[src/rtl/mem_loader_pkg.sv]
// Shared types and default constants for the mem_loader_seq host sequencer.
package mem_loader_pkg;

   typedef enum logic [3:0] {
      S_IDLE   = 4'd0,
      S_I_WAIT = 4'd1,
      S_I_WR   = 4'd2,
      S_I_GAP  = 4'd3,
      S_GAP1   = 4'd4,
      S_D_WAIT = 4'd5,
      S_D_WR   = 4'd6,
      S_D_GAP  = 4'd7,
      S_GAP2   = 4'd8,
      S_RUN    = 4'd9,
      S_GAP3   = 4'd10,
      S_RB_RD  = 4'd11,
      S_RB_OUT = 4'd12,
      S_FIN    = 4'd13
   } state_t;

   localparam int DEF_ADDR_W     = 9;
   localparam int DEF_DATA_W     = 16;
   localparam int DEF_LOAD_BASE  = 1;
   localparam int DEF_WR_HOLD    = 4;
   localparam int DEF_RD_WAIT    = 5;
   localparam int DEF_RUN_CYCLES = 120000;
   localparam int DEF_RB_BASE    = 91;
   localparam int DEF_RB_LEN     = 10;

   // Sizes the shared strobe timer to the longest of the three timed phases.
   function automatic int max3(input int a, input int b, input int c);
      int m;
      m = (a > b) ? a : b;
      return (m > c) ? m : c;
   endfunction

endpackage

[src/rtl/mem_loader_seq_strobe_timer.sv]
// strobe_timer: loadable down-counter; o_tc is high while the count sits at zero.
module mem_loader_seq_strobe_timer
   import mem_loader_pkg::*;
#(
   parameter int CNT_W = $clog2(DEF_RUN_CYCLES + 1)
) (
   input  logic             i_clk,
   input  logic             i_rst,
   input  logic             i_load,
   input  logic [CNT_W-1:0] i_value,
   output logic             o_tc
);

   logic [CNT_W-1:0] r_count;

   always_ff @(posedge i_clk or posedge i_rst) begin
      if (i_rst) begin
         r_count <= '0;
      end else if (i_load) begin
         r_count <= i_value;
      end else if (r_count != '0) begin
         r_count <= r_count - 1'b1;
      end
   end

   assign o_tc = (r_count == '0);

endmodule

[src/rtl/mem_loader_seq.sv]
// Host-side load / run / readback sequencer for top_control.
// Optional checksum output enabled by defining MEM_LOADER_CHECKSUM_EN.
module mem_loader_seq
   import mem_loader_pkg::*;
#(
   parameter int ADDR_W     = DEF_ADDR_W,
   parameter int DATA_W     = DEF_DATA_W,
   parameter int LOAD_BASE  = DEF_LOAD_BASE,
   parameter int WR_HOLD    = DEF_WR_HOLD,
   parameter int RD_WAIT    = DEF_RD_WAIT,
   parameter int RUN_CYCLES = DEF_RUN_CYCLES,
   parameter int RB_BASE    = DEF_RB_BASE,
   parameter int RB_LEN     = DEF_RB_LEN
) (
   input  logic              clock,
   input  logic              reset,
   input  logic              go,
   input  logic [ADDR_W-1:0] ins_len,
   input  logic [ADDR_W-1:0] dat_len,
   input  logic [DATA_W-1:0] in_data,
   input  logic              in_valid,
   output logic              in_ready,
   output logic [DATA_W-1:0] out_data,
   output logic              out_valid,
   input  logic              out_ready,
   output logic              busy,
   output logic              done,
   output logic              start,
   output logic              start_2,
   output logic              start_3,
   output logic              start_4,
   output logic [ADDR_W-1:0] addr_ext,
   output logic              iram_write_ext,
   output logic              dram_write_ext,
   output logic              read_en_ext,
   output logic [DATA_W-1:0] Data_in_ins,
   output logic [DATA_W-1:0] Data_in_dram,
   input  logic [DATA_W-1:0] dram_in
`ifdef MEM_LOADER_CHECKSUM_EN
   ,
   output logic [DATA_W-1:0] csum
`endif
);

   localparam int TMR_W = $clog2(max3(WR_HOLD, RD_WAIT, RUN_CYCLES) + 1);

   state_t            r_state;
   logic [ADDR_W-1:0] r_ins_len;
   logic [ADDR_W-1:0] r_dat_len;
   logic [ADDR_W-1:0] r_count;
   logic [ADDR_W-1:0] r_addr;
   logic              r_in_ready;
   logic [DATA_W-1:0] r_out_data;
   logic              r_out_valid;
   logic              r_busy;
   logic              r_done;
   logic              r_start;
   logic              r_start_2;
   logic              r_start_3;
   logic              r_start_4;
   logic              r_iram_we;
   logic              r_dram_we;
   logic              r_rd_en;
   logic [DATA_W-1:0] r_din_ins;
   logic [DATA_W-1:0] r_din_dram;
`ifdef MEM_LOADER_CHECKSUM_EN
   logic [DATA_W-1:0] r_csum;
`endif

   logic              w_in_hs;
   logic              w_out_hs;
   logic [ADDR_W-1:0] w_count_inc;
   logic              w_last_rb;
   logic              w_tmr_load;
   logic [TMR_W-1:0]  w_tmr_value;
   logic              w_tmr_tc;

   assign w_in_hs     = in_valid & r_in_ready;
   assign w_out_hs    = r_out_valid & out_ready;
   assign w_count_inc = r_count + 1'b1;
   assign w_last_rb   = (w_count_inc == ADDR_W'(RB_LEN));

   // Timer is loaded with N-1 on the transition into a timed state, so its
   // terminal count lands on the N-th cycle of that state.
   always_comb begin
      w_tmr_load  = 1'b0;
      w_tmr_value = TMR_W'(WR_HOLD - 1);
      case (r_state)
         S_I_WAIT, S_D_WAIT: begin
            w_tmr_load = w_in_hs;
         end
         S_GAP2: begin
            w_tmr_load  = 1'b1;
            w_tmr_value = TMR_W'(RUN_CYCLES - 1);
         end
         S_GAP3: begin
            w_tmr_load  = 1'b1;
            w_tmr_value = TMR_W'(RD_WAIT - 1);
         end
         S_RB_OUT: begin
            w_tmr_load  = w_out_hs & ~w_last_rb;
            w_tmr_value = TMR_W'(RD_WAIT - 1);
         end
         default: begin
            w_tmr_load = 1'b0;
         end
      endcase
   end

   mem_loader_seq_strobe_timer #(
      .CNT_W (TMR_W)
   ) u_timer (
      .i_clk   (clock),
      .i_rst   (reset),
      .i_load  (w_tmr_load),
      .i_value (w_tmr_value),
      .o_tc    (w_tmr_tc)
   );

   always_ff @(posedge clock or posedge reset) begin
      if (reset) begin
         r_state     <= S_IDLE;
         r_ins_len   <= '0;
         r_dat_len   <= '0;
         r_count     <= '0;
         r_addr      <= '0;
         r_in_ready  <= 1'b0;
         r_out_data  <= '0;
         r_out_valid <= 1'b0;
         r_busy      <= 1'b0;
         r_done      <= 1'b0;
         r_start     <= 1'b0;
         r_start_2   <= 1'b0;
         r_start_3   <= 1'b0;
         r_start_4   <= 1'b0;
         r_iram_we   <= 1'b0;
         r_dram_we   <= 1'b0;
         r_rd_en     <= 1'b0;
         r_din_ins   <= '0;
         r_din_dram  <= '0;
`ifdef MEM_LOADER_CHECKSUM_EN
         r_csum      <= '0;
`endif
      end else begin
         r_done <= 1'b0;
         case (r_state)
            S_IDLE: begin
               if (go) begin
                  r_ins_len <= ins_len;
                  r_dat_len <= dat_len;
                  r_count   <= '0;
                  r_addr    <= ADDR_W'(LOAD_BASE);
                  r_busy    <= 1'b1;
`ifdef MEM_LOADER_CHECKSUM_EN
                  r_csum    <= '0;
`endif
                  if (ins_len == '0) begin
                     r_state <= S_GAP1;
                  end else begin
                     r_start_2  <= 1'b1;
                     r_in_ready <= 1'b1;
                     r_state    <= S_I_WAIT;
                  end
               end
            end
            S_I_WAIT: begin
               if (w_in_hs) begin
                  r_din_ins  <= in_data;
                  r_in_ready <= 1'b0;
                  r_iram_we  <= 1'b1;
                  r_state    <= S_I_WR;
               end
            end
            S_I_WR: begin
               if (w_tmr_tc) begin
                  r_iram_we <= 1'b0;
                  r_addr    <= r_addr + 1'b1;
                  r_count   <= w_count_inc;
                  r_state   <= S_I_GAP;
               end
            end
            S_I_GAP: begin
               if (r_count == r_ins_len) begin
                  r_start_2 <= 1'b0;
                  r_state   <= S_GAP1;
               end else begin
                  r_in_ready <= 1'b1;
                  r_state    <= S_I_WAIT;
               end
            end
            S_GAP1: begin
               r_count <= '0;
               r_addr  <= ADDR_W'(LOAD_BASE);
               if (r_dat_len == '0) begin
                  r_state <= S_GAP2;
               end else begin
                  r_start_3  <= 1'b1;
                  r_in_ready <= 1'b1;
                  r_state    <= S_D_WAIT;
               end
            end
            S_D_WAIT: begin
               if (w_in_hs) begin
                  r_din_dram <= in_data;
                  r_in_ready <= 1'b0;
                  r_dram_we  <= 1'b1;
                  r_state    <= S_D_WR;
               end
            end
            S_D_WR: begin
               if (w_tmr_tc) begin
                  r_dram_we <= 1'b0;
                  r_addr    <= r_addr + 1'b1;
                  r_count   <= w_count_inc;
                  r_state   <= S_D_GAP;
               end
            end
            S_D_GAP: begin
               if (r_count == r_dat_len) begin
                  r_start_3 <= 1'b0;
                  r_state   <= S_GAP2;
               end else begin
                  r_in_ready <= 1'b1;
                  r_state    <= S_D_WAIT;
               end
            end
            S_GAP2: begin
               r_start <= 1'b1;
               r_state <= S_RUN;
            end
            S_RUN: begin
               if (w_tmr_tc) begin
                  r_start <= 1'b0;
                  r_state <= S_GAP3;
               end
            end
            S_GAP3: begin
               r_start_4 <= 1'b1;
               r_addr    <= ADDR_W'(RB_BASE);
               r_count   <= '0;
               r_rd_en   <= 1'b1;
               r_state   <= S_RB_RD;
            end
            S_RB_RD: begin
               if (w_tmr_tc) begin
                  r_out_data  <= dram_in;
                  r_rd_en     <= 1'b0;
                  r_out_valid <= 1'b1;
                  r_state     <= S_RB_OUT;
               end
            end
            S_RB_OUT: begin
               if (w_out_hs) begin
                  r_out_valid <= 1'b0;
                  r_addr      <= r_addr + 1'b1;
                  r_count     <= w_count_inc;
`ifdef MEM_LOADER_CHECKSUM_EN
                  r_csum      <= r_csum + r_out_data;
`endif
                  if (w_last_rb) begin
                     r_start_4 <= 1'b0;
                     r_done    <= 1'b1;
                     r_state   <= S_FIN;
                  end else begin
                     r_rd_en <= 1'b1;
                     r_state <= S_RB_RD;
                  end
               end
            end
            S_FIN: begin
               r_busy  <= 1'b0;
               r_state <= S_IDLE;
            end
            default: begin
               r_state <= S_IDLE;
            end
         endcase
      end
   end

   assign in_ready       = r_in_ready;
   assign out_data       = r_out_data;
   assign out_valid      = r_out_valid;
   assign busy           = r_busy;
   assign done           = r_done;
   assign start          = r_start;
   assign start_2        = r_start_2;
   assign start_3        = r_start_3;
   assign start_4        = r_start_4;
   assign addr_ext       = r_addr;
   assign iram_write_ext = r_iram_we;
   assign dram_write_ext = r_dram_we;
   assign read_en_ext    = r_rd_en;
   assign Data_in_ins    = r_din_ins;
   assign Data_in_dram   = r_din_dram;
`ifdef MEM_LOADER_CHECKSUM_EN
   assign csum           = r_csum;
`endif

endmodule

[config.mk]
export PLATFORM = sky130hd
export DESIGN_NAME = mem_loader_seq
export DESIGN_NICKNAME = d
export VERILOG_FILES = /design/src/rtl/mem_loader_pkg.sv /design/src/rtl/mem_loader_seq_strobe_timer.sv /design/src/rtl/mem_loader_seq.sv
export SDC_FILE = /design/constraint.sdc
export NUM_CORES = 1
export LEC_CHECK = 0
export ABC_AREA = 1
export BUFFER_PORTS_ARGS = -buffer_cell sky130_fd_sc_hd__buf_2
export CAP_MARGIN = 20
export CORE_MARGIN = 5
export CORE_UTILIZATION = 45
export CTS_CLUSTER_DIAMETER = 100
export CTS_CLUSTER_SIZE = 30
export DETAILED_ROUTE_END_ITERATION = 12
export GPL_ROUTABILITY_DRIVEN = 0
export PLACE_DENSITY = 0.79
export SLEW_MARGIN = 20
export SYNTH_ARGS = -nofsm -noshare
export SYNTH_HDL_FRONTEND = slang
export SYNTH_HIERARCHICAL = 1
export SYNTH_SLANG_ARGS = --single-unit
[constraint.sdc]
create_clock -name clock -period 8.7 [get_ports clock]
set_clock_uncertainty 0.05 [all_clocks]
set_input_delay 2.175 -clock clock [delete_from_list [all_inputs] [get_ports clock]]
set_output_delay 2.175 -clock clock [all_outputs]
set_load 0.05 [all_outputs]
======== Yosys cells after proc, flatten, opt, wreduce, memory -nomap -nowiden ========
Index checks and enable logic that the tools add are counted.
operators by class
  bitwise operators ....................... 4
  reductions and logical operators ........ 40
  equality and inequality tests ........... 34
  mux-type cells .......................... 56
  add/sub/neg operators ................... 3
operators with widths
  operator                                             number
  two-way mux 9 bit                                    6
  one-hot mux 4 bit (13 select lines)                  1
  one-hot mux 9 bit (5 select lines)                   1
  two-way mux 4 bit                                    10
  one-hot mux 9 bit (4 select lines)                   1
  two-way mux 17 bit                                   2
  one-hot mux 17 bit (2 select lines)                  1
  == test 4 bit (second input constant)                6
  != test 2 bit (second input constant)                12
  two-way mux 1 bit                                    20
  adder 9 x 1 -> 9 bit (second input constant)         2
  == test 9 bit                                        2
  logical NOT 9 bit                                    2
  nonzero test 2 bit                                   9
  logical NOT 17 bit                                   1
  nonzero test 17 bit                                  1
  subtractor 17 x 1 -> 17 bit (second input constant)  1
  == test 4 x 3 -> 1 bit (second input constant)       4
  one-hot mux 1 bit (2 select lines)                   8
  AND reduction 4 bit                                  4
  AND reduction 3 bit                                  5
  != test 2 x 1 -> 1 bit (second input constant)       6
  AND reduction 2 bit                                  6
  nonzero test 5 bit                                   2
  14 further kinds                                     24
word-level totals
  bits in registers ....................... 116
  word-level logic and storage cells ...... 157
  output and inout port bits .............. 68
  input bits .............................. 55

======== Logic depth before layout (Yosys ltp) ========
Gate-level depths: netlist (run 1).
  depth in word-level cells ............... 6
  depth in mapped cells ................... 18
  mapped depth without buffers ............ 16

======== Cells and area by module ========
The synthesis (run 1) kept the hierarchy.
modules (own cells, without submodules)
  module                       times used  cells each  area an instance (um^2)  seq. area each (um^2)
  mem_loader_seq               1           581         4712.0                   2477.4
  mem_loader_seq_strobe_timer  1           157         1142.3                   425.4

======== Least setup slack after synthesis (run 1) ========
OpenSTA, ideal clock, no wires.
  kind .................................... input to register
  start point ............................. input in_valid
  end point ............................... register u_timer.r_count[14]
  path slack .............................. 5.319 ns
  path buffers ............................ 2
  stages .................................. 10
  library setup time ...................... 0.120 ns
  required time ........................... 8.530 ns
  arrival time ............................ 3.211 ns
  path through ............................ nand2_1 -> nor2_1 -> a21oi_1 -> o21ai_0 -> buf_4 -> inv_1 -> buf_2 -> or2_2 -> nand2_1 -> nor2_1
on the way
  longest elaborated chain between the ends .. 3
  elaborated cells between the ends (all ways) .. 4
  those cells by class .................... 2 x mux; 1 x bitwise; 1 x reduce/logical
ends and longest elaborated chain
  item                                                             line                               text
  from (decl)                                                      mem_loader_seq.sv:21               input logic in_valid,
  AND 1 bit *                                                      mem_loader_seq.sv:78               assign w_in_hs = in_valid & r_in_ready;
  one-hot mux 1 bit (3 select lines) *                             mem_loader_seq.sv:88               case (r_state)
  named net w_tmr_load                                             mem_loader_seq.sv:74               logic w_tmr_load;
  two-way mux 17 bit / nonzero test 2 bit (equally long branches)  -
  to (signal assigned)                                             mem_loader_seq_strobe_timer.sv:20  r_count <= i_value;
  to (signal assigned)                                             mem_loader_seq_strobe_timer.sv:22  r_count <= r_count - 1'b1;
  to (decl)                                                        mem_loader_seq_strobe_timer.sv:14  logic [CNT_W-1:0] r_count;
Mark *: on every way through the listed nets, which the timed path passes. The rest lies on a longest branch.
A chain may end at the register's enable or synchronous reset.

======== Worst setup path in the final report (run 1) ========
  start point ............................. input out_ready
  end point ............................... register r_addr[2] (netlist: addr_ext[2])
on the way
  longest elaborated chain between the ends .. 3
ends and longest elaborated chain
  item                                  line                   text
  from (decl)                           mem_loader_seq.sv:25   input logic out_ready,
  AND 1 bit                             mem_loader_seq.sv:79   assign w_out_hs = r_out_valid & out_ready;
  != test 2 bit (no source line)        -
  AND reduction 4 bit (no source line)  -
  to (signal assigned)                  mem_loader_seq.sv:152  r_addr <= ADDR_W'(LOAD_BASE);
  to (signal assigned)                  mem_loader_seq.sv:177  r_addr <= r_addr + 1'b1;
  to (signal assigned)                  mem_loader_seq.sv:193  r_addr <= ADDR_W'(LOAD_BASE);
  to (decl)                             mem_loader_seq.sv:51   logic [ADDR_W-1:0] r_addr;
No other way between the ends.

==> summary.txt, run 1 <==
Status
  – Status: finished, final reports clean

Clocking
  – Post-CTS setup buffer count: 0
  – Longest Clk Path Bufs: 2
  – Clk Latency, worst-skew pair: between 0.4 and 0.5 ns
  – CTS resizes: 0
  – Hold bufs inserted after CTS: 0
  – CTS H-tree depth: 4
  – Clock transition at the registers of the reported paths: approximately 0.060 ns
  – CTS tree: done
  – Root Driver: clkbuf_16
  – # clock sinks: ~120
  – CTS Buf Count: 17

Logic synthesis
  – Top cell type's share of synthesized area: between 40% and 50%
  – FFs w/ async S/R, synth: 100%
  – Area of the mapped netlist: 5850 um2
  – Yosys warns: 6
  – Syn_area_per_cell: 7.93 um2
  – Synth unique cells: 42
  – Yosys top cell by area: dfrtp_1
  – Fraction of the mapped netlist area in compound gates: around 9.6%
  – Synth Instances: approximately 740
  – Mux contribution to synthesized area: ~1.5%
  – Yosys reg bits: 116
  – Synth area leaders: dfrtp_1 50%, nand2_1 15%, inv_1 5.6%
  – Adder-Cell Fraction of Synth Area: less than 1%
  – Ys flop type: dfrtp_1
  – Xor-xnor portion of the synthesized cell area: ~3%
  – Number of flops mapped to enable cells by yosys: 0
  – Sequential area share after synthesis: about half
  – Simple-Gate Fraction of Synth Area: 27.5%
  – Largest family of logic cells by synthesized area: simple AND/OR/NAND/NOR gates

Final layout
  – Diodes inserted: 0
  – Multi-input logic area: around 2500 um2
  – Fillers: 1142
  – Most frequent cells in the layout: 236 x nand2_1, 122 x buf_2, 116 x dfrtp_1
  – Layout Area Growth over Synthesis: 23.3%
  – Final nets: between 900 and 1000
  – Sequential cell area: slightly below 3000 um2
  – Share of layout cells above drive strength 1: between 20% and 30%
  – Final non-filler cell total: 1050
  – Commonest non-fill, non-tap cell in the layout: nand2_1
  – Layout Cell Area excl Fill: around 7200 um2

Global routing
  – GRT Util Overall: between 10% and 20%
  – First-pass GRT wire length: between 20000 and 25000 um
  – Largest net degree at the start of global routing: 76
  – Overflow after GRT: 0
  – Initial antenna violation count: 0
  – Number of global-route vias before repair: approximately 5000

Detailed routing
  – # DRC: 0
  – Router iterations before antenna repair: 5
  – DR vias/cell: a little under 5
  – Wirelength per Cell: 13.4 um
  – Starting DRT DRC Count: between 300 and 400
  – Routed Antenna Nets: 0
  – Routed Wire Length: about 14000 um
  – DR vias: between 5000 and 6000

STA
  – Worst slew margin: between 30% and 40%
  – Fin Setup TNS: 0 ns
  – Final min period: between 3 and 4 ns
  – RSZ-0062 raised after global routing: false
  – Maximum clock frequency: 268 MHz
  – Final Hold Viols: 0
  – Max Slew Vio Count: 0
  – Period utilization: 42.8%
  – Worst-Margin Slew: 1.00 ns
  – Setup-failing EPs final: 0

Power
  – Pwr dens: 177 nW/um2
  – Pleak: roughly 0.0039 uW
  – Maximum VDD drop: between 0.1 and 0.15 mV

Setup path
  – CP max FO: 21
  – Crit path DAT: 3.97 ns
  – Data required, critical path: 8.94 ns
  – CP Capture Type: flip-flop
  – Crit start category: input port
  – Critical path class: input port to flip-flop

Place
  – DP HPWL: 10100 um
  – Port-buffer cells: approximately 120
  – DP Cell Count: around 1000
  – Placed Area: 6610 um2

Floorplan
  – # rows: between 40 and 50
  – Core Box Area: around 13000 um2
  – Initial Util: a little under half
  – I/O Pins: roughly 120
  – Die Ht: roughly 120 um
  – Die W: ~120 um
  – Die area: 15400 um2

Flow run
  – Max Cap Viol: 0

Hold path
  – Hold Path Class: flip-flop to flip-flop
-- synthesized netlist by cell type, types with 2 or more instances --
cell type	number
a21oi_1	14
a22oi_1	2
buf_2	10
clkbuf_1	6
clkbuf_2	2
dfrtp_1	116
ha_1	4
inv_1	88
inv_2	6
mux2_2	8
nand2_1	236
nand2_2	8
nand3_1	31
nand4_1	9
nor2_1	64
nor2_2	5
nor3_1	5
nor3_2	2
o211ai_1	3
o21ai_0	57
o21ai_1	5
o21ai_2	9
o22ai_1	7
or2_2	5
xnor2_1	17
xor2_1	3
-- where the power goes --
group / switching, uW / internal, uW / leakage, uW / total [uW]
Combinational: 17.1 / 9.80 / 0.00215 / 26.9
Clock: 279 / 436 / 0.000301 / 715
Sequential: 0 / 540 / 0.00147 / 540
Total: 296 / 985 / 0.00392 / 1280
-- through the flow --
step / utilization [%] / hold slack [ns] / power [uW] / setup slack [ns]
after floorplan: - / 0.423 / 561 / 3.88
after global placement: 52.2 / 0.407 / 577 / 4.69
after detailed placement: 52.2 / 0.411 / 577 / 4.59
after CTS: 57.0 / 0.428 / 1300 / 5.01
after global routing: 57.0 / 0.452 / 1320 / 4.78
final: 57.0 / 0.423 / 1280 / 4.97
-- final timing paths --
kind | endpoint | cells past startpoint | from | slack [ns]
setup / recovery | addr_ext[2] | 8 | out_ready | 4.97
hold reg to reg | start_3 | 2 | start_3 | 0.42
min in group asynchronous | addr_ext[5] | 2 | reset | 1.69
max in group asynchronous | r_dat_len[7] | 3 | reset | 5.68
setup reg to reg | addr_ext[2] | 12 | u_timer/r_count[0] | 5.49
hold / removal | start_3 | 2 | start_3 | 0.42
-- logic make-up (layout without fill, tap and decap cells) --
logic type,after synthesis,count (layout)
muxes,8,8
and+or+nand+nor,374,374
DFF,116,116
adders and majority gates,4,4
other,1,5
xor gates and xnor gates,20,20
buffers and inverters,115,251
AOI/OAI and AO/OA,100,100
-- flip-flops by register name, indices dropped and copies added, names as in the netlist, 4 cells and up --
register	count
addr_ext	9
Data_in_dram	16
r_state	4
u_timer/r_count	17
out_data	16
r_count	9
Data_in_ins	16
r_ins_len	9
r_dat_len	9
-- worst max-delay path: stages --
cell and delay [ns]:
buf_2 0.09, nand2_1 0.09, nand2_1 0.12, nand2_1 0.07
nor2_2 0.77, inv_1 0.28, nor2_1 0.27, nor3b_2 0.08
-- metal layers --
layer | vias to the layer above | share of wire [%] | track usage (%)
met5 | - | 0 | 0
met4 | 0 | 1.5 | 6.98
met3 | 21 | 7.4 | 5.90
met2 | 180 | 46 | 29.1
met1 | 2429 | 45 | 25.8
li1 | 2567 | - | -
-- cell type report --
cell class / count / share of cell area, %
repair buffers: 124 / 8.67
clock inverters: 15 / 2.51
flip-flops and latches: 116 / 40.2
well taps: 172 / 2.98
clock buffers: 17 / 5.89
multi-input cells: 511 / 34.8
inverters: 95 / 4.97
Power figures use the tool's default switching activity.
==> run 2: changes to the inputs <==
clock period = 3.9 ns   (was 8.7 ns; I/O delays follow)
==> run 2 against run 1 <==
  * Cell count is essentially flat
  * Power rose by 110%
  * Via count shrank 0.85%
  * Non-clock buffer count rose by 1
  * Largest power group unchanged
  * Highest routed layer unchanged
  * Worst setup slack lost 3.9 ns
  * Final area is 0.23% lower
  * Core utilization down 0.13 points
  * Worst hold slack better by 0.0067 ns
  * Clock power increased by 110%
==> summary.txt, run 2 (same netlist as run 1, synthesis figures left out) <==
Status
  – Status: finished, final reports clean

Clocking
  – CTS resizes: 0
  – Clock transition at the registers of the reported paths: ~0.060 ns
  – Longest Clk Path Bufs: 2
  – CTS Buf Count: 17
  – Root Driver: clkbuf_16
  – Clk Latency, worst-skew pair: 0.41 ns
  – # clock sinks: between 100 and 150
  – Hold bufs inserted after CTS: 0
  – Post-CTS setup buffer count: 0
  – CTS tree: done
  – CTS H-tree depth: 4

Setup path
  – Critical path class: flip-flop to flip-flop
  – Crit path top cell by count: inv_1
  – Crit start category: flip-flop
  – Crit path buffers/inverters: 3
  – Worst path slowest cell: nor2_2
  – Cells along the critical path: inv_1, ha_1, nand2_2, nor2_8, nand4_4, inv_1, or2_1, nand2_1, nor2_2, inv_1, nor2_1, nor3_2
  – Worst Setup SP: u_timer/r_count[0]
  – Crit path DAT: approximately 3.1 ns
  – Data required, critical path: slightly above 4 ns
  – Reg-to-reg startpoint: u_timer/r_count[0]
  – CP max FO: 14
  – CP Capture Type: flip-flop
  – Cell family with most CP delay: simple AND/OR/NAND/NOR gates
  – Biggest cell delay along the critical path: around 0.52 ns

Final layout
  – Max reg flops: 17
  – Final non-filler cell total: about 1100
  – Diodes inserted: 0
  – Final nets: roughly 930
  – Layout Area Growth over Synthesis: 23.0%
  – Most flops, register: u_timer/r_count
  – Commonest non-fill, non-tap cell in the layout: nand2_1
  – Most frequent cells in the layout: 236 x nand2_1, 122 x buf_2, 116 x dfrtp_1
  – Share of layout cells above drive strength 1: 23.5%
  – Fillers: about 1200

Place
  – Port-buffer cells: about 120
  – Pre-CTS setup slack: between 1 and 1.5 ns
  – DP Cell Count: 1019
  – DP HPWL: ~10000 um

Global routing
  – Largest net degree at the start of global routing: 65
  – Initial antenna violation count: 0
  – First-pass GRT wire length: between 20000 and 25000 um
  – GRT Util Overall: 19.2%
  – Overflow after GRT: 0
  – Number of global-route vias before repair: 4944

Detailed routing
  – Wirelength per Cell: 13.3 um
  – Router iterations before antenna repair: 5
  – DR vias: about 5200
  – Routed Antenna Nets: 0
  – # DRC: 0
  – Routed Wire Length: 14000 um
  – Starting DRT DRC Count: between 300 and 400
  – DR vias/cell: ~4.9

STA
  – Final min period: around 2.9 ns
  – Final Hold Viols: 0
  – Max Slew Vio Count: 0
  – Setup-failing EPs final: 0
  – Period utilization: 73.6%
  – Final setup margin: around 1 ns
  – Fin Setup TNS: 0 ns
  – Worst-Margin Slew: between 0.9 and 1 ns
  – Worst slew margin: approximately 38%
  – RSZ-0062 raised after global routing: false
  – Maximum clock frequency: around 350 MHz

Power
  – Pleak: between 0.003 and 0.004 uW
  – Pwr dens: approximately 380 nW/um2
  – Maximum VDD drop: 0.223 mV
  – Total power: 2750 uW

Floorplan
  – Die Ht: between 100 and 150 um
  – Core Box Area: 12700 um2
  – # rows: between 40 and 50
  – Die area: approximately 15000 um2
  – Die W: 124 um
  – Initial Util: a little under half
  – I/O Pins: about 120

Hold path
  – Hold_sp: out_data[9]
  – Hold Path Class: flip-flop to flip-flop

Flow run
  – Max Cap Viol: 0
-- run 2: cell count changes in the layout (fill, tap and decap cells not counted) --
cell        delta
inv_6          -3
clkinv_2       +1
clkinvlp_4     +3
inv_8          -3
bufinv_16      -1
buf_12         +1
clkinv_4       +3
-- run 2: worst paths after layout --
| check | endpoint | slack, ns | depth (start not counted) |
|---|---|---|---|
| min in group asynchronous | u_timer/r_count[5] | 0.64 | 2 |
| max reg2reg | addr_ext[5] | 1.03 | 12 |
| min | out_data[9] | 0.43 | 2 |
| max in group asynchronous | Data_in_ins[15] | 2.44 | 3 |
| max | addr_ext[5] | 1.03 | 12 |
| min reg2reg | out_data[9] | 0.43 | 2 |
-- run 2: worst register-to-register path: stages (launching register included) --
cell and delay [ns]:
dfrtp_1 0.37, inv_1 0.11, ha_1 0.23, nand2_2 0.14, nor2_8 0.19, nand4_4 0.13, inv_1 0.22, or2_1 0.18
nand2_1 0.08, nor2_2 0.52, inv_1 0.23, nor2_1 0.24, nor3_2 0.08
-- run 2: routing by layer --
metal  up-vias  wire length, um  global-route usage (%)
met5         -                0                       0
met4         0              215                    6.57
met3        19             1010                    5.72
met2       170             6380                    29.4
met1      2388             6380                    26.0
li1       2576                -                       -
-- run 2: cell type report --
class / instances / area (um2) / share of cell area (%)
clock buffers: 17 / 425 / 5.91
clock inverters: 15 / 145 / 2.02
inverters: 95 / 359 / 4.99
multi-input cells: 511 / 2510 / 34.8
flip-flops and latches: 116 / 2900 / 40.3
well taps: 172 / 215 / 2.99
repair buffers: 125 / 646 / 8.96
-- run 2: power breakdown --
group | switching (uW) | total (uW) | internal [uW]
Clock | 595 | 1480 | 889
Sequential | 0 | 1200 | 1200
Combinational | 38.2 | 61.5 | 23.2
-- run 2: metrics by stage --
step           utilization (%)  instance area, um2  hold slack, ns
2_1_floorplan                -                5870           0.423
3_3_place_gp              52.3                6630           0.405
4_1_cts                   56.8                7200           0.433
6_report                  56.8                7200           0.430
5_1_grt                   56.8                7200           0.456
3_5_place_dp              52.3                6630           0.412
==> run 3: changes to the inputs <==
PLACE_DENSITY = 0.81   (was 0.79)
clock period = 2.6 ns   (was 3.9 ns; I/O delays follow)
==> run 3 against run 2 <==
  * Combinational power up 48%
  * Power grew 52%
  * Worst hold slack worse by 0.29 ns
  * Core utilization grew 0.69 points
  * Largest cell class unchanged
==> summary.txt, run 3 (same netlist as run 1, synthesis figures left out) <==
Detailed routing
  – # DRC: 0
  – Routed Antenna Nets: 0
  – Starting DRT DRC Count: 385
  – DR vias: about 5200
  – Routed Wire Length: approximately 14000 um
  – Router iterations before antenna repair: 5
  – DR vias/cell: 4.90
  – Wirelength per Cell: about 13 um

Final layout
  – Max reg flops: 17
  – Sequential cell area: 2900 um2
  – Share of layout cells above drive strength 1: 24.4%
  – Layout Cell Area excl Fill: about 7300 um2
  – Most frequent cells in the layout: 236 x nand2_1, 122 x buf_2, 115 x dfrtp_1
  – Most flops, register: u_timer/r_count
  – Fin util: 57.5%
  – Diodes inserted: 0
  – Final nets: 933
  – Multi-input logic area: 2510 um2
  – Commonest non-fill, non-tap cell in the layout: nand2_1
  – Layout Area Growth over Synthesis: 24.5%
  – Fillers: roughly 1100

Floorplan
  – I/O Pins: ~120
  – Die Ht: about 120 um
  – Die area: ~15000 um2
  – Die W: between 100 and 150 um
  – # rows: 41
  – Core Box Area: between 10000 and 15000 um2
  – Initial Util: ~46%

Global routing
  – Most Used Layer, Global Route: met2
  – Initial antenna violation count: 0
  – Grt met3 use: about 6.6%
  – M2 GR Usage: 30.0%
  – First-pass GRT wire length: 23500 um
  – Number of global-route vias before repair: ~5100
  – Largest net degree at the start of global routing: 90
  – GRT Util Overall: between 15 and 20%
  – Met1 Track Usage GR: 25.6%
  – Overflow after GRT: 0

Setup path
  – Biggest cell delay along the critical path: roughly 0.38 ns
  – CP Capture Type: flip-flop
  – R2R depth: 14
  – Reg-to-reg setup timing slack: between 0.2 and 0.3 ns
  – Crit start category: flip-flop
  – Reg-to-reg startpoint: u_timer/r_count[0]
  – CP max FO: 17
  – Worst Setup SP: u_timer/r_count[0]
  – Cells along the critical path: inv_1, ha_1, nand2_2, nor2_8, nand4_4, inv_1, or2_1, nand2_1, nor2_2, buf_12, nand2_8, inv_2, nand2_1, o21ai_0
  – Worst R2R End: r_count[7]
  – Worst Setup EP: r_count[7]
  – Critical path class: flip-flop to flip-flop
  – Worst path slowest cell: dfrtp_1
  – Data required, critical path: between 2 and 3 ns
  – Crit path DAT: about 2.6 ns

STA
  – Final Hold Viols: 0
  – Final setup margin: ~0.29 ns
  – Period utilization: 89.0%
  – RSZ-0062 raised after global routing: false
  – Fin Setup TNS: 0 ns
  – Final min period: about 2.3 ns
  – Worst-Margin Slew: between 0.8 and 0.9 ns
  – Maximum clock frequency: 432 MHz
  – Setup-failing EPs final: 0
  – Max Slew Vio Count: 0
  – Worst slew margin: a little under half

Clocking
  – # clock sinks: between 100 and 150
  – Root Driver: clkbuf_16
  – Clk Latency, worst-skew pair: 0.41 ns
  – CTS tree: done
  – CTS Buf Count: 17
  – Longest Clk Path Bufs: 2
  – Clock transition at the registers of the reported paths: 0.06 ns
  – CTS H-tree depth: 4

Power
  – Pwr dens: 574 nW/um2
  – Total power: approximately 4200 uW
  – Pleak: between 0.003 and 0.004 uW
  – Maximum VDD drop: between 0.3 and 0.4 mV

Place
  – Pre-CTS setup slack: 0.222 ns
  – DP HPWL: slightly above 10000 um
  – Port-buffer cells: ~120
  – Placed Area: 6710 um2

Hold path
  – Hold Path Class: input port to asynchronous set/reset pin

Flow run
  – Max Cap Viol: 0

Status
  – Status: finished, final reports clean
## run 3: through the flow
step / cells / hold WS (ns)
after CTS: 1058 / 0.133
after global routing: 1058 / 0.147
after global placement: 1027 / 0.404
final: 1058 / 0.140
after floorplan: 742 / 0.423
after detailed placement: 1027 / 0.407
## run 3: worst min path at each step
| stage | endpoint | slack [ns] | cells past startpoint | startpoint |
|---|---|---|---|---|
| final | Data_in_ins[12] | 0.14 | 2 | reset |
| after global routing | Data_in_ins[12] | 0.15 | 2 | reset |
| after CTS | Data_in_dram[12] | 0.13 | 2 | reset |
| after detailed placement | start_3 | 0.41 | 2 | start_3 |
| after global placement | start_3 | 0.40 | 2 | start_3 |
| after floorplan | r_ins_len[2] | 0.42 | 2 | r_ins_len[2] |
## run 3: layout make-up
| type | count | share of cell area [%] |
|---|---|---|
| clock buffers | 19 | 6.21 |
| clock inverters | 12 | 1.79 |
| inverters | 95 | 4.94 |
| multi-input cells | 511 | 34.4 |
| flip-flops and latches | 116 | 39.8 |
| well taps | 172 | 2.95 |
| repair buffers | 133 | 9.85 |
## run 3: per-layer routing
metal	routed length [um]	vias up
li1	-	2590
met1	6250	2400
met2	6320	177
met3	1230	17
met4	201	0
met5	0	-
## run 3: power by group
group | leakage [uW] | internal (uW) | switching, uW | total, uW
clock | 0.000274 | 1450 | 831 | 2280
combinational | 0.00219 | 34.9 | 56.4 | 91.3
sequential | 0.00147 | 1810 | 0 | 1810
total | 0.00393 | 3300 | 887 | 4180
## run 3: timing repair
| action | in CTS | in global routing |
|---|---|---|
| hold buffers | 0 | 0 |
| resized for setup | 0 | 3 |
| setup endpoints to repair | 0 | 17 |
| setup buffers | 0 | 0 |
## run 3: worst max-delay path, delay by kind of cell (launching register included)
family / cells / cell delay [ns]
adder cells (fa/ha/maj): 1 / 0.21
AND/OR/NAND/NOR: 8 / 1.01
AO/OA/AOI/OAI: 1 / 0.07
buffers and inverters: 4 / 0.48
flip-flops: 1 / 0.38
